==> config.mk <==
export PLATFORM = sky130hd
export DESIGN_NAME = ttc_settle_cnt
export DESIGN_NICKNAME = d
export VERILOG_FILES = /design/src/rtl/ttc_settle_cnt.sv
export SDC_FILE = /design/constraint.sdc
export NUM_CORES = 1
export LEC_CHECK = 0
export ABC_AREA = 1
export BUFFER_PORTS_ARGS = -buffer_cell sky130_fd_sc_hd__buf_2
export CAP_MARGIN = 10
export CORE_MARGIN = 3
export CORE_UTILIZATION = 40
export CTS_CLUSTER_SIZE = 25
export DETAILED_ROUTE_END_ITERATION = 10
export GPL_TIMING_DRIVEN = 0
export PLACE_DENSITY = 0.64
export SYNTH_ARGS = -nofsm -noshare
export SYNTH_HDL_FRONTEND = slang
export SYNTH_SLANG_ARGS = --single-unit
export TNS_END_PERCENT = 50
==> constraint.sdc <==
create_clock -name clk -period 1.32 [get_ports clk]
set_clock_uncertainty 0.1 [all_clocks]
set_input_delay 0.264 -clock clk [delete_from_list [all_inputs] [get_ports clk]]
set_output_delay 0.264 -clock clk [all_outputs]
set_load 0.03 [all_outputs]
==> src/rtl/ttc_settle_cnt.sv <==
// ============================================================================
// Module      : ttc_settle_cnt
// Description : Settle counter with clear, enable and a terminal-count flag;
//               wraps to zero on the enabled cycle that reaches the terminal.
// Revision    : 1.0 - initial release
// ============================================================================
`default_nettype none

module ttc_settle_cnt #(
    parameter int WIDTH = 8
) (
    input  logic             clk,
    input  logic             rst_n,
    input  logic             i_clr,
    input  logic             i_en,
    input  logic [WIDTH-1:0] i_term,
    output logic             o_at_term
);

    logic [WIDTH-1:0] r_cnt;
    logic             w_at_term;

    assign w_at_term = (r_cnt == i_term);
    assign o_at_term = w_at_term;

    always_ff @(posedge clk or negedge rst_n) begin
        if (!rst_n) begin
            r_cnt <= '0;
        end else if (i_clr) begin
            r_cnt <= '0;
        end else if (i_en) begin
            r_cnt <= w_at_term ? '0 : r_cnt + 1'b1;
        end
    end

endmodule

`default_nettype wire

==> results of run 1 <==
Yosys cell counts, drive strengths merged:
cell	count
inv	14
dfrtp	8
a21oi	5
nor2	7
xnor2	5
ha	1
nor3	1
nand3	6
nand2	26
o21ai	2
nand3b	1
xor2	4
area by class of cell:
class                      instances  area, um2
multi-input combinational         58        428
sequential                         8        201
clock buffer                       3       22.5
tap                               15       18.8
timing repair buffer              25        170
inverter                          14       58.8
fill                             117        467
cell families after synthesis:
logic type	Yosys count	share of synthesized area
flops	8	0.326
compound gates	7	0.0876
fa+ha+maj	1	0.0204
buf+inv	14	0.0896
simple gates	41	0.348
xor+xnor	9	0.128
power by group:
part           internal (W)  total, W  leakage, nW  switching [W]
logic             0.0000765  0.000174        0.312      0.0000974
clock network      0.000104  0.000187       0.0138      0.0000831
registers          0.000258  0.000271        0.108      0.0000134
total              0.000438  0.000632        0.433       0.000194
critical path: cells and delay by family (launching register included):
family / cells / cell delay, ns
buf+inv: 2 / 0.18
simple gates: 3 / 0.28
flops: 1 / 0.44
xor+xnor: 1 / 0.13
cell usage in the layout, fill, tap and decap left out, drive strengths merged, types with 2 or more instances in the layout:
cell and count:
dfrtp 8, clkbuf 3, xor2 4, nor2 7, nand2 26, nand3 6
inv 13, a21oi 5, o21ai 2, xnor2 5, buf 24
routing by layer:
| layer | part of all wire | track usage |
|---|---|---|
| met1 | 0.46 | 0.216 |
| met2 | 0.47 | 0.328 |
| met3 | 0.047 | 0.0239 |
| met4 | 0.027 | 0.0702 |
| met5 | 0 | 0 |
worst paths after layout:
check | end | cells past startpoint | slack, ns | startpoint
max | o_at_term | 6 | -0.33 | r_cnt[3]
min | r_cnt[6] | 4 | 0.23 | i_en
max reg2reg | r_cnt[6] | 7 | -0.10 | r_cnt[1]
min reg2reg | r_cnt[1] | 2 | 0.48 | r_cnt[1]
max in group asynchronous | r_cnt[3] | 2 | 0.65 | rst_n
min in group asynchronous | r_cnt[4] | 2 | 0.28 | rst_n
per-stage QoR:
stage / area [um2] / total power (W) / hold slack, ns / instances / setup slack [ns]
3_5_place_dp: 707 / 0.000405 / 0.0207 / 107 / -0.189
6_report: 900 / 0.000632 / 0.227 / 123 / -0.327
5_1_grt: 900 / 0.000678 / 0.246 / 123 / -0.408
4_1_cts: 832 / 0.000619 / 0.196 / 121 / -0.326
3_3_place_gp: 707 / 0.000403 / 0.0221 / 107 / -0.168
2_1_floorplan: 628 / 0.000365 / -0.132 / 80 / -0.00816
repair_timing:
item                                   in CTS  in global routing
endpoints found under the hold margin       8                  0
cloned                                      0                  0
setup buffers                              10                  3
setup endpoints to repair                   1                  9
hold buffers                                1                  0
gates resized for setup                     6                 10
pin swaps                                   5                  9
==> load_flow_metrics.sql, run 1 <==
INSERT INTO impl_metrics (metric_group, metric, value, unit) VALUES
('clock_network', 'clk_tree_root_cell', 'sky130_fd_sc_hd__clkbuf_4', ''),
('setup_path', 'crit_path_end_kind', 'primary output', ''),
('place', 'port_buffers', '12', ''),
('synthesis', 'syn_nets', '93', ''),
('sta', 'timing_worst_slew_pin_value', '0.243', 'ns'),
('setup_path', 'critical_path.max_fanout', '2', ''),
('setup_path', 'worst_ep_arrival_time', '1.28', 'ns'),
('global_route', 'grtUsageTotal', '0.182', ''),
('cells_and_area', 'largest_register_ff_count', '8', ''),
('synthesis', 'synth_sequential_area_ratio', '0.326', ''),
('cells_and_area', 'fin_nets', '123', ''),
('setup_path', 'setup.worst_path.start_class', 'flip-flop', ''),
('status', 'run_status', 'complete, but fails checks', ''),
('floorplan', 'ios', '13', ''),
('sta', 'timing_max_transition_violations_final', '0', ''),
('floorplan', 'floorplan.rows', '13', ''),
('clock_network', 'ctsLongestPathBuffers', '2', ''),
('setup_path', 'critPathRequiredTime', '0.96', 'ns'),
('floorplan', 'core_region_area', '1370', 'um2'),
('setup_path', 'slowest_stage_delay_on_critical_path', '0.44', 'ns'),
('sta', 'grt_setup_unrepaired', 'true', ''),
('cells_and_area', 'area.growth.synth_to_final', '46.4', '%'),
('synthesis', 'post_synth_inst_count', '80', ''),
('place', 'finalWeightedCongestion', '0.749', ''),
('global_route', 'grt_pass1_wl', '2.64', 'mm'),
('sta', 'max_freq', '607', 'MHz'),
('floorplan', 'die_width', '45.2', 'um'),
('worst_hold_path', 'worst_hold_path_type', 'input port to flip-flop', ''),
('route', 'avgViaCountPerCell', '4.75', ''),
('route', 'first_iter_violations', '13', ''),
('sta', 'timing.max_slew.rel_slack', '0.837', ''),
('cells_and_area', 'final_core_util', '0.658', ''),
('route', 'wirelength', '1.53', 'mm'),
('route', 'drt.antenna.violating_nets', '0', ''),
('sta', 'minimum_clock_period_after_layout', '1.65', 'ns'),
('synthesis', 'synth_seq_cells', '8', ''),
('sta', 'totalNegativeSetupSlack', '-0.754', 'ns'),
('route', 'route.detailed.drc', '0', ''),
('cells_and_area', 'drive_above_1_share', '0.528', ''),
('route', 'detailedRoute.firstPassIterationCount', '4', ''),
('synthesis', 'synth.largest_area_cell', 'sky130_fd_sc_hd__dfrtp_1', ''),
('power_and_ir_drop', 'vdd_ir_drop_max', '622', 'uV'),
('sta', 'finalHoldViolations', '0', ''),
('floorplan', 'floorplan_die_area', '2040', 'um2'),
('sta', 'post-route-period-util', '1.25', ''),
('global_route', 'pin_count_of_the_biggest_net_entering_global_routing', '10', ''),
('synthesis', 'netlist-cell-type-count', '17', ''),
('floorplan', 'floorplan.initialDensity', '0.450', ''),
('setup_path', 'timing.setup.critical_path_class', 'flip-flop to primary output', ''),
('cells_and_area', 'insertedDiodeCount', '0', ''),
('synthesis', 'yosys_warnings', '0', ''),
('floorplan', 'die_height', '45.2', 'um'),
('synthesis', 'synth_area_per_cell', '7.68', 'um2'),
('synthesis', 'synth_top_cell_area_share', '0.326', ''),
('job', 'maxCapViolations', '0', ''),
('place', 'detailed_place_hpwl', '897', 'um'),
('clock_network', 'htree_levels', '1', ''),
('clock_network', 'tritoncts', 'done', ''),
('sta', 'worst_path_setup_slack_after_routing', '-0.327', 'ns'),
('clock_network', 'count_of_clock_tree_sinks', '8', ''),
('status', 'failing_checks', 'setup timing', ''),
('clock_network', 'clk_transition_reported_paths', '0.05', 'ns'),
('power_and_ir_drop', 'static-leakage-power', '0.433', 'nW'),
('setup_path', 'timing.critical_path.cells', 'xnor2_2 -> nand2_1 -> nor2_4 -> nand2_4 -> clkinvlp_4 -> buf_6', ''),
('synthesis', 'cell_area_after_technology_mapping', '614', 'um2'),
('global_route', 'grt_overflow', '0', ''),
('sta', 'final_setup_violating_endpoints', '9', ''),
('global_route', 'grt_pass1_vias', '626', ''),
('route', 'num_vias', '584', ''),
('synthesis', 'post_synth_main_area_contributors', 'sky130_fd_sc_hd__dfrtp_1 33%, sky130_fd_sc_hd__nand2_1 14%, sky130_fd_sc_hd__inv_1 7.3%', ''),
('cells_and_area', 'largestRegisters', 'r_cnt: 8 flops', ''),
('clock_network', 'cts_inserted_buffers', '3', ''),
('power_and_ir_drop', 'power_density_over_cell_area', '703', 'nW/um2'),
('route', 'wl_per_cell', '12.4', 'um'),
('clock_network', 'clk_latency', '0.25', 'ns'),
('cells_and_area', 'largest-register', 'r_cnt', ''),
('global_route', 'antenna_found_initial', '0', ''),
('setup_path', 'critical-path-slowest-cell', 'sky130_fd_sc_hd__dfrtp_2', '');
No activity file was read; power rests on OpenSTA's default activity.
==> run 2, diff against run 1 <==
- clock period: 1.32 -> 1.6 ns (I/O delays scaled with it)
==> load_flow_metrics.sql, run 2 (synthesis results as in run 1) <==
INSERT INTO impl_metrics (metric_group, metric, value, unit) VALUES
('power_and_ir_drop', 'p_int', '0.000356', 'W'),
('cells_and_area', 'post-route-cell-area', '827', 'um2'),
('power_and_ir_drop', 'power.combinational.fraction', '0.256', ''),
('setup_path', 'worst_ep_arrival_time', '1.25', 'ns'),
('cells_and_area', 'fin_nets', '122', ''),
('setup_path', 'timing.critical_path.cells', 'inv_2 -> nand2_1 -> nand2_1 -> nand2_2 -> nor2_4 -> nand2_4 -> inv_2 -> buf_6', ''),
('place', 'dp_worst_setup_slack', '0.00458', 'ns'),
('cells_and_area', 'area.growth.synth_to_final', '34.6', '%'),
('floorplan', 'core_region_area', '1370', 'um2'),
('power_and_ir_drop', 'static-leakage-power', '0.430', 'nW'),
('clock_network', 'cts_inserted_buffers', '3', ''),
('route', 'num_vias', '573', ''),
('cells_and_area', 'most_frequent_standard_cell_in_the_layout_excluding_fill_and_tap_cells', 'sky130_fd_sc_hd__nand2_1', ''),
('clock_network', 'clk_latency', '0.26', 'ns'),
('sta', 'timing_worst_slew_pin_value', '0.207', 'ns'),
('floorplan', 'floorplan.initialDensity', '0.450', ''),
('job', 'maxCapViolations', '0', ''),
('cells_and_area', 'filler_cell_count', '150', ''),
('power_and_ir_drop', 'power_density_over_cell_area', '607', 'nW/um2'),
('route', 'top_layer', 'met4', ''),
('cells_and_area', 'largestRegisters', 'r_cnt: 8 flops', ''),
('power_and_ir_drop', 'swShare', '0.290', ''),
('clock_network', 'clk_transition_reported_paths', '0.05', 'ns'),
('global_route', 'grt_pass1_wl', '2.03', 'mm'),
('cells_and_area', 'drive_above_1_share', '0.439', ''),
('floorplan', 'floorplan_die_area', '2040', 'um2'),
('sta', 'finalHoldViolations', '0', ''),
('worst_hold_path', 'worst_hold_path_type', 'input port to flip-flop', ''),
('route', 'wl_per_cell', '10.1', 'um'),
('floorplan', 'die_height', '45.2', 'um'),
('global_route', 'grtUsageTotal', '0.137', ''),
('status', 'run_status', 'complete, but fails checks', ''),
('power_and_ir_drop', 'vdd_ir_drop_max', '482', 'uV'),
('status', 'failing_checks', 'setup timing', ''),
('route', 'first_iter_violations', '9', ''),
('global_route', 'pin_count_of_the_biggest_net_entering_global_routing', '10', ''),
('route', 'detailroute.wirelength.met2', '596', 'um'),
('cells_and_area', 'insertedDiodeCount', '0', ''),
('power_and_ir_drop', 'power.switching', '0.000145', 'W'),
('clock_network', 'ctsLongestPathBuffers', '2', ''),
('sta', 'timing_max_transition_violations_final', '0', ''),
('place', 'port_buffers', '12', ''),
('sta', 'timing.max_slew.rel_slack', '0.861', ''),
('route', 'routed-wl-met3', '72', 'um'),
('route', 'avgViaCountPerCell', '4.70', ''),
('sta', 'minimum_clock_period_after_layout', '1.67', 'ns'),
('setup_path', 'slowest_stage_delay_on_critical_path', '0.41', 'ns'),
('sta', 'final_setup_violating_endpoints', '1', ''),
('sta', 'worst_path_setup_slack_after_routing', '-0.0687', 'ns'),
('place', 'detailed_place_hpwl', '861', 'um'),
('global_route', 'grt_pass1_vias', '509', ''),
('power_and_ir_drop', 'share_clk_of_total_power', '0.305', ''),
('clock_network', 'count_of_clock_tree_sinks', '8', ''),
('sta', 'post-route-period-util', '1.04', ''),
('route', 'route.detailed.drc', '0', ''),
('sta', 'grt_setup_unrepaired', 'true', ''),
('route', 'drt.antenna.violating_nets', '0', ''),
('cells_and_area', 'largest-register', 'r_cnt', ''),
('setup_path', 'setup.worst_path.start_class', 'flip-flop', ''),
('floorplan', 'ios', '13', ''),
('global_route', 'grt_overflow', '0', ''),
('floorplan', 'floorplan.rows', '13', ''),
('cells_and_area', 'layout.cells.most_common_list', '20 x sky130_fd_sc_hd__nand2_1, 11 x sky130_fd_sc_hd__buf_2, 11 x sky130_fd_sc_hd__buf_4', ''),
('cells_and_area', 'largest_register_ff_count', '8', ''),
('place', 'detailed_place.area', '693', 'um2'),
('setup_path', 'critical_path.max_fanout', '4', ''),
('clock_network', 'htree_levels', '1', ''),
('global_route', 'antenna_found_initial', '0', ''),
('route', 'detailedRoute.firstPassIterationCount', '4', ''),
('clock_network', 'clk_tree_root_cell', 'sky130_fd_sc_hd__clkbuf_4', ''),
('sta', 'max_freq', '599', 'MHz'),
('setup_path', 'critical-path-slowest-cell', 'sky130_fd_sc_hd__dfrtp_1', ''),
('setup_path', 'crit_path_end_kind', 'primary output', ''),
('setup_path', 'critPathRequiredTime', '1.18', 'ns'),
('route', 'wirelength_met1', '547', 'um'),
('place', 'finalWeightedCongestion', '0.762', ''),
('route', 'wirelength', '1.23', 'mm'),
('setup_path', 'timing.setup.critical_path_class', 'flip-flop to primary output', ''),
('clock_network', 'tritoncts', 'done', ''),
('power_and_ir_drop', 'seq_power_share', '0.440', ''),
('floorplan', 'die_width', '45.2', 'um');
[run 2: cell types whose count changed in the layout (fill, tap and decap cells not counted), sizes merged]
cell      previous run  this run
inv                 13        14
buf                 24        23
clkinvlp             1         0
[run 2: worst paths after layout]
kind                       slack, ns  cells past startpoint   endpoint      from
max                            -0.07                      8  o_at_term  r_cnt[4]
min reg2reg                     0.47                      2   r_cnt[1]  r_cnt[1]
min in group asynchronous       0.33                      2   r_cnt[0]     rst_n
max reg2reg                     0.11                     10   r_cnt[4]  r_cnt[4]
min                             0.24                      4   r_cnt[6]      i_en
max in group asynchronous       0.89                      2   r_cnt[5]     rst_n
[run 2: metrics by stage]
stage	power (W)	TNS [ns]	util	cells	hold slack (ns)
4_1_cts	0.000505	-0.0796	0.587	119	0.241
3_3_place_gp	0.000325	0	0.507	107	0.0704
2_1_floorplan	0.000295	0	-	80	-0.0756
3_5_place_dp	0.000327	0	0.507	107	0.0715
5_1_grt	0.000544	-0.151	0.605	122	0.274
6_report	0.000502	-0.0687	0.605	122	0.242
[run 2: area by class of cell]
type / instances / area (um2) / area share
Clock buffer: 3 / 22.5 / 0.0272
Timing Repair Buffer: 24 / 159 / 0.192
Sequential cell: 8 / 200 / 0.242
Multi-Input combinational cell: 58 / 372 / 0.449
Inverter: 14 / 55.1 / 0.0666
Tap cell: 15 / 18.8 / 0.0227
[run 2: metal layers]
metal / track usage / vias up
li1: - / 301
met1: 0.178 / 258
met2: 0.218 / 12
met3: 0.0478 / 2
met4: 0.0351 / 0
met5: 0 / -
[run 2: power by group through the flow]
stage,Sequential [W],Clock [W],Combinational [W]
detailed placement,0.000228,0,0.0000985
finish,0.000221,0.000153,0.000128
CTS,0.000221,0.000157,0.000127
global route,0.000222,0.000179,0.000144
global placement,0.000228,0,0.0000976
floorplan,0.000225,0,0.0000695
[run 2: timing repair]
action | in CTS | in global routing
pin swaps | 4 | 7
hold buffers | 1 | 0
endpoints found under the hold margin | 8 | 0
buffers inserted | 8 | 3
resized for setup | 8 | 1
endpoints found under the setup margin | 1 | 1
[run 2: worst max-delay path: cells and delay by family, from the launching register on]
kind | cells | cell delay [ns]
simple gates | 5 | 0.37
flops | 1 | 0.41
buf+inv | 3 | 0.22
